File: src/rtl/sa_pkg.sv
// Shared types and helpers for the systolic-array west-edge feed scheduler.
// SA_FEED_ZERO_FLUSH_EN adds a FLUSH state that drains the array with zeros.
package sa_pkg;

    typedef enum logic [2:0] {
        ST_IDLE      = 3'd0,
        ST_WAIT_FILL = 3'd1,
        ST_STREAM    = 3'd2,
`ifdef SA_FEED_ZERO_FLUSH_EN
        ST_FLUSH     = 3'd3,
`endif
        ST_DONE      = 3'd4
    } sa_state_e;

    // Widest packed occupancy bus the slice helper accepts.
    localparam int OCC_BUS_MAX = 1024;

    // Number of advancing cycles needed to push one skewed tile through.
    function automatic int stream_len(input int rows, input int tile_len);
        return tile_len + rows - 1;
    endfunction

    // Extract one row's occupancy from a packed bus, zero-extended to 32 bits.
    function automatic logic [31:0] occ_slice(input logic [OCC_BUS_MAX-1:0] bus,
                                              input int row,
                                              input int width);
        logic [31:0] res;
        res = 32'(bus >> (row * width));
        if (width < 32) begin
            res = res & ((32'd1 << width) - 32'd1);
        end
        return res;
    endfunction

endpackage

File: src/rtl/sa_skew_window.sv
// Diagonal wavefront decode: row r is active while r <= count < r + TILE_LEN.
// Shared with the output de-skew logic on the far side of the array.
module sa_skew_window #(
    parameter int ROWS     = 4,
    parameter int TILE_LEN = 9,
    parameter int CW       = 4
) (
    input  logic [CW-1:0]   i_count,
    output logic [ROWS-1:0] o_active
);

    // Per-row window compare against the shared skew counter.
    always_comb begin
        o_active = '0;
        for (int r = 0; r < ROWS; r++) begin
            o_active[r] = (32'(i_count) >= 32'(r)) &&
                          (32'(i_count) < 32'(r + TILE_LEN));
        end
    end

endmodule

File: src/rtl/sa_feed_scheduler.sv
// Feed scheduler for the systolic array west edge: waits for a full tile in
// every row FIFO, then streams it with a one-cycle-per-row skew.
// Optional macro SA_FEED_ZERO_FLUSH_EN adds o_zero_insert and a FLUSH state.
module sa_feed_scheduler
    import sa_pkg::*;
#(
    parameter int ROWS     = 4,
    parameter int TILE_LEN = 9,
    parameter int W_ADDR   = 8
) (
    input  logic                     i_clk,
    input  logic                     i_rst,
    input  logic                     i_start,
    input  logic                     i_continuous,
    input  logic [ROWS-1:0]          i_fifo_empty,
    input  logic [ROWS*(W_ADDR+1)-1:0] i_occupants,
    input  logic                     i_pe_ready,
    output logic [ROWS-1:0]          o_read_enable,
    output logic [ROWS-1:0]          o_sr_enable,
    output logic                     o_busy,
    output logic                     o_done,
    output logic                     o_err,
    output logic [15:0]              o_tile_cnt
`ifdef SA_FEED_ZERO_FLUSH_EN
    ,
    output logic                     o_zero_insert
`endif
);

    localparam int OCC_W = W_ADDR + 1;
    localparam int CW    = $clog2(TILE_LEN + ROWS);
    localparam logic [CW-1:0] LAST_CNT = CW'(stream_len(ROWS, TILE_LEN) - 1);

    // A tile longer than the FIFO occupancy can express could never start.
    if (TILE_LEN > (2 ** OCC_W) - 1) begin : g_bad_tile_len
        $error("sa_feed_scheduler: TILE_LEN exceeds occupancy range");
    end

    sa_state_e              r_state;
    sa_state_e              w_next_state;
    logic [CW-1:0]          r_count;
    logic [ROWS-1:0]        r_sr_enable;
    logic                   r_err;
    logic [15:0]            r_tile_cnt;
    logic [ROWS-1:0]        w_window;
    logic [ROWS-1:0]        w_scheduled;
    logic                   w_underflow;
    logic                   w_all_filled;
    logic [OCC_BUS_MAX-1:0] w_occ_bus;

`ifdef SA_FEED_ZERO_FLUSH_EN
    localparam int FCW = $clog2(ROWS + 1);
    localparam logic [FCW-1:0] FLUSH_LAST = FCW'(ROWS - 1);
    logic [FCW-1:0]         r_flush_cnt;
`endif

    assign w_occ_bus = OCC_BUS_MAX'(i_occupants);

    // A tile may start only when every row holds a full tile and is not empty.
    always_comb begin
        w_all_filled = 1'b1;
        for (int r = 0; r < ROWS; r++) begin
            if ((occ_slice(w_occ_bus, r, OCC_W) < 32'(TILE_LEN)) || i_fifo_empty[r]) begin
                w_all_filled = 1'b0;
            end
        end
    end

    sa_skew_window #(
        .ROWS     (ROWS),
        .TILE_LEN (TILE_LEN),
        .CW       (CW)
    ) u_skew_window (
        .i_count  (r_count),
        .o_active (w_window)
    );

    // Rows scheduled this cycle; reset and back-pressure kill every read.
    assign w_scheduled   = (r_state == ST_STREAM && i_pe_ready && !i_rst) ? w_window : '0;
    assign o_read_enable = w_scheduled & ~i_fifo_empty;
    assign w_underflow   = |(w_scheduled & i_fifo_empty);

    // Next-state decode for the tile sequencer.
    always_comb begin
        w_next_state = r_state;
        case (r_state)
            ST_IDLE: begin
                if (i_start) begin
                    w_next_state = ST_WAIT_FILL;
                end
            end
            ST_WAIT_FILL: begin
                if (w_all_filled) begin
                    w_next_state = ST_STREAM;
                end
            end
            ST_STREAM: begin
                if (i_pe_ready && r_count == LAST_CNT) begin
`ifdef SA_FEED_ZERO_FLUSH_EN
                    w_next_state = ST_FLUSH;
`else
                    w_next_state = ST_DONE;
`endif
                end
            end
`ifdef SA_FEED_ZERO_FLUSH_EN
            ST_FLUSH: begin
                if (i_pe_ready && r_flush_cnt == FLUSH_LAST) begin
                    w_next_state = ST_DONE;
                end
            end
`endif
            ST_DONE: begin
                w_next_state = i_continuous ? ST_WAIT_FILL : ST_IDLE;
            end
            default: begin
                w_next_state = ST_IDLE;
            end
        endcase
    end

    // State register.
    always_ff @(posedge i_clk) begin
        if (i_rst) begin
            r_state <= ST_IDLE;
        end else begin
            r_state <= w_next_state;
        end
    end

    // Skew counter: cleared while waiting, advances only on accepted cycles.
    always_ff @(posedge i_clk) begin
        if (i_rst) begin
            r_count <= '0;
        end else if (r_state == ST_WAIT_FILL) begin
            r_count <= '0;
        end else if (r_state == ST_STREAM && i_pe_ready && r_count != LAST_CNT) begin
            r_count <= r_count + CW'(1);
        end
    end

`ifdef SA_FEED_ZERO_FLUSH_EN
    // Flush counter: counts accepted zero-insert cycles.
    always_ff @(posedge i_clk) begin
        if (i_rst) begin
            r_flush_cnt <= '0;
        end else if (r_state != ST_FLUSH) begin
            r_flush_cnt <= '0;
        end else if (i_pe_ready && r_flush_cnt != FLUSH_LAST) begin
            r_flush_cnt <= r_flush_cnt + FCW'(1);
        end
    end
`endif

    // Shift-register enables trail the FIFO reads by the 1-cycle read latency.
    always_ff @(posedge i_clk) begin
        if (i_rst) begin
            r_sr_enable <= '0;
        end else begin
            r_sr_enable <= o_read_enable;
        end
    end

    // Sticky underflow flag, only cleared by reset.
    always_ff @(posedge i_clk) begin
        if (i_rst) begin
            r_err <= 1'b0;
        end else if (w_underflow) begin
            r_err <= 1'b1;
        end
    end

    // Completed-tile counter, bumped once per DONE cycle.
    always_ff @(posedge i_clk) begin
        if (i_rst) begin
            r_tile_cnt <= '0;
        end else if (r_state == ST_DONE) begin
            r_tile_cnt <= r_tile_cnt + 16'd1;
        end
    end

`ifdef SA_FEED_ZERO_FLUSH_EN
    assign o_sr_enable   = r_sr_enable | ((r_state == ST_FLUSH) ? {ROWS{1'b1}} : '0);
    assign o_zero_insert = (r_state == ST_FLUSH);
`else
    assign o_sr_enable   = r_sr_enable;
`endif
    assign o_busy     = (r_state != ST_IDLE);
    assign o_done     = (r_state == ST_DONE);
    assign o_err      = r_err;
    assign o_tile_cnt = r_tile_cnt;

endmodule
File: config.mk
export PLATFORM = sky130hd
export DESIGN_NAME = sa_feed_scheduler
export DESIGN_NICKNAME = d
export VERILOG_FILES = /design/src/rtl/sa_pkg.sv /design/src/rtl/sa_skew_window.sv /design/src/rtl/sa_feed_scheduler.sv
export SDC_FILE = /design/constraint.sdc
export NUM_CORES = 1
export LEC_CHECK = 0
export ABC_AREA = 1
export ABC_CLOCK_PERIOD_IN_PS = 1800
export BUFFER_PORTS_ARGS = -buffer_cell sky130_fd_sc_hd__buf_2
export CAP_MARGIN = 20
export CORE_ASPECT_RATIO = 1.75
export CORE_UTILIZATION = 49
export CTS_BUF_LIST = sky130_fd_sc_hd__clkbuf_4
export DETAILED_ROUTE_END_ITERATION = 8
export PLACE_DENSITY = 0.82
export RECOVER_POWER = 50
export SLEW_MARGIN = 10
export SYNTH_ARGS = -nofsm -noshare
export SYNTH_HDL_FRONTEND = slang
export SYNTH_HIERARCHICAL = 1
export SYNTH_SLANG_ARGS = --single-unit
File: constraint.sdc
create_clock -name i_clk -period 1.8 [get_ports i_clk]
set_input_delay 0.45 -clock i_clk [delete_from_list [all_inputs] [get_ports i_clk]]
set_output_delay 0.45 -clock i_clk [all_outputs]
set_load 0.03 [all_outputs]
==> reports/results.tsv <==
metric	value	unit
status	finished with violations	
violations	setup timing	
synth_ff_type	dfxtp_1	
ys_top_cells_by_count	60 x nand2_1, 41 x nor2_1, 39 x inv_1	
fin_crit	1.99	ns
critPathMaxFanout	5	
fillerInstances	327	
final_nets	380	
combPwrFrac	10.9	%
dpl_cell_area	2060	um2
p_sw_share	22.1	%
pwr-share-seq	53.8	%
yosys.area.top_type	dfxtp_1	
critPathKind	flop to primary output	
min_path_type	primary input to flop	
startpoint_type	flop	
max_freq	502	MHz
place_ws	0.137	ns
synth_top_family_by_area	simple AND/OR/NAND/NOR gates	
wirelength	3.89	mm
die_w	45.8	um
synth-xor-area-share	0.533	%
busiest_layer	met2	
ys_warn_count	6	
synth_cell_types	27	
path_clk_slew	0.15	ns
drive_above_1_share	32.2	%
power	1.17	mW
power_leakage	1.17	nW
rows	27	
clock-root-buffer	clkbuf_4	
switchingPower	0.259	mW
clk_latency	0.33	ns
met3_usage	4.37	%
end_kind	primary output	
avgViaCountPerCell	4.84	
critical_path.cell_chain	nor3_4 -> nand2_2 -> nor2_4 -> nand2_1 -> nor2_1 -> buf_4	
synthAdderAreaFrac	1.52	%
antenna_found_initial	0	
wl_per_cell	10.4	um
via_count	1815	
layout_setup_ws	-0.190	ns
syn-num-nets	300	
setup_viol	4	
ys_ff_latch	28	
period_share	111	%
grt_first_pass_wirelength	6.21	mm
yosysTopAreaCellShare	34.1	%
ir_drop	0.542	mV
yosysSeqAreaShare	34.1	%
insertedDiodeCount	0	
instances_no_fill	375	
max_stage_delay	0.39	ns
fin_area	2170	um2
synth.mux.area_fraction	0	%
die_h	78.6	um
route.detailed.drc	0	
cp.arrival	1.54	ns
gr-usage-met1	21.9	%
grt.total_usage	22.5	%
synth_async_sr_flop_share	0	%
synth-compound-area-share	11.7	%
worst_ep_required_time	1.35	ns
gp_congestion	0.760	
synth-edff-count	0	
dpl.hpwl	3.09	mm
syn_avg_cell_area	6.49	um2
cts_buffer_depth	2	
rsz0062_at_grt	true	
slew_headroom	71.9	%
start_util	51.7	%
whs	0.296	ns
post-route-util	68.4	%
synthSimpleGateAreaFrac	42.1	%
grt_pass1_vias	1615	
cap_violations	0	
grt_start_max_net_pins	17	
pwr-share-clk	35.3	%
power.density	538	nW/um2
syn_inst	253	
area_delta_synth_final	32.3	%
port_buffers	71	
skew	0.00543	ns
cp_slowest_cell	dfxtp_4	
cts_buffers	3	
p_int	0.912	mW
totalNegativeSetupSlack	-0.623	ns
first_pass_iters	4	
gr-total-overflow	0	
drv_slew	0	
met2_usage	43.0	%
drt_iter0_markers	35	
numClockSinks	28	
cts_tree	yes	
syn_area	1640	um2
antenna_left	0	
final_hold_viol_count	0	
core-area	3180	um2
post-synth-top-count-cell	nand2_1	
dp.cells	367	
synth_top_cells_by_area	dfxtp_1 34%, nand2_1 14%, nor2_1 9.4%	
tightest_slew	0.421	ns
htreeDepth	1	
ioPinCount	72	
die_area	3600	um2
## routing by layer
layer	wire (um)	up-vias	share of wire, %
met5	0	-	0
met1	1450	792	37
met2	2120	64	55
met4	53	0	1.4
li1	-	953	-
met3	265	6	6.8
## kinds of logic (layout without fill, tap and decap cells)
group,count (synthesis),in the layout
compound gates,37,37
xor+xnor,1,1
fa+ha+maj,2,2
buf+inv,44,123
flops,28,28
simple gates,141,141
## repair_timing
item,4_1_cts,5_1_grt
pin swaps,1,1
resized for setup,10,5
endpoints found under the setup margin,5,5
endpoints found under the hold margin,0,0
hold buffers,0,0
buffers inserted,2,2
## power by group through the flow
stage	sequential, mW	combinational, mW	clock [mW]
6_report	0.629	0.128	0.413
5_1_grt	0.631	0.145	0.449
4_1_cts	0.629	0.128	0.427
3_5_place_dp	0.642	0.127	0
3_3_place_gp	0.642	0.125	0
2_1_floorplan	0.642	0.0631	0
## cell usage in the layout (no fill, tap or decap), types with 3 or more instances in the layout
master and n:
nor3_1 6, nor2_1 40, nand3_1 13, o21ai_0 11, buf_4 9, nor2_4 4, inv_1 38, inv_2 4
o21ai_1 5, dfxtp_1 24, nand2_1 58, nand2_2 3, clkbuf_4 4, a21oi_1 18, nand4_1 4, dfxtp_2 3
buf_2 66
## final cells by class
cell class / instances / area (um2) / area share (%)
sequential: 28 / 568 / 26.1
tap: 43 / 53.8 / 2.48
inverter: 42 / 158 / 7.25
clock inverter: 1 / 30.0 / 1.38
clock buffer: 3 / 22.5 / 1.04
multi-input combinational: 181 / 925 / 42.5
timing repair buffer: 77 / 417 / 19.2
## flip-flops by register name, summed over array words and instances (netlist names)
name	count
r_count	4
o_sr_enable	4
r_state	3
o_err	1
o_tile_cnt	16
## path summary, 6_finish.rpt
path                                          to  depth (start not counted)            start  slack (ns)
worst max register to register        r_count[3]                          9       r_state[0]        0.22
worst min-delay path              o_sr_enable[0]                          2  i_fifo_empty[0]        0.30
worst min register to register     o_tile_cnt[9]                          1    o_tile_cnt[9]        0.51
worst max-delay path            o_read_enable[2]                          6       r_state[0]       -0.19
## worst max-delay path: cells and delay by family, from the launching register on
kind / cells / cell delay (ns)
buffers and inverters: 1 / 0.17
DFF: 1 / 0.39
and+or+nand+nor: 5 / 0.65
(Power assumes the default switching activity.)
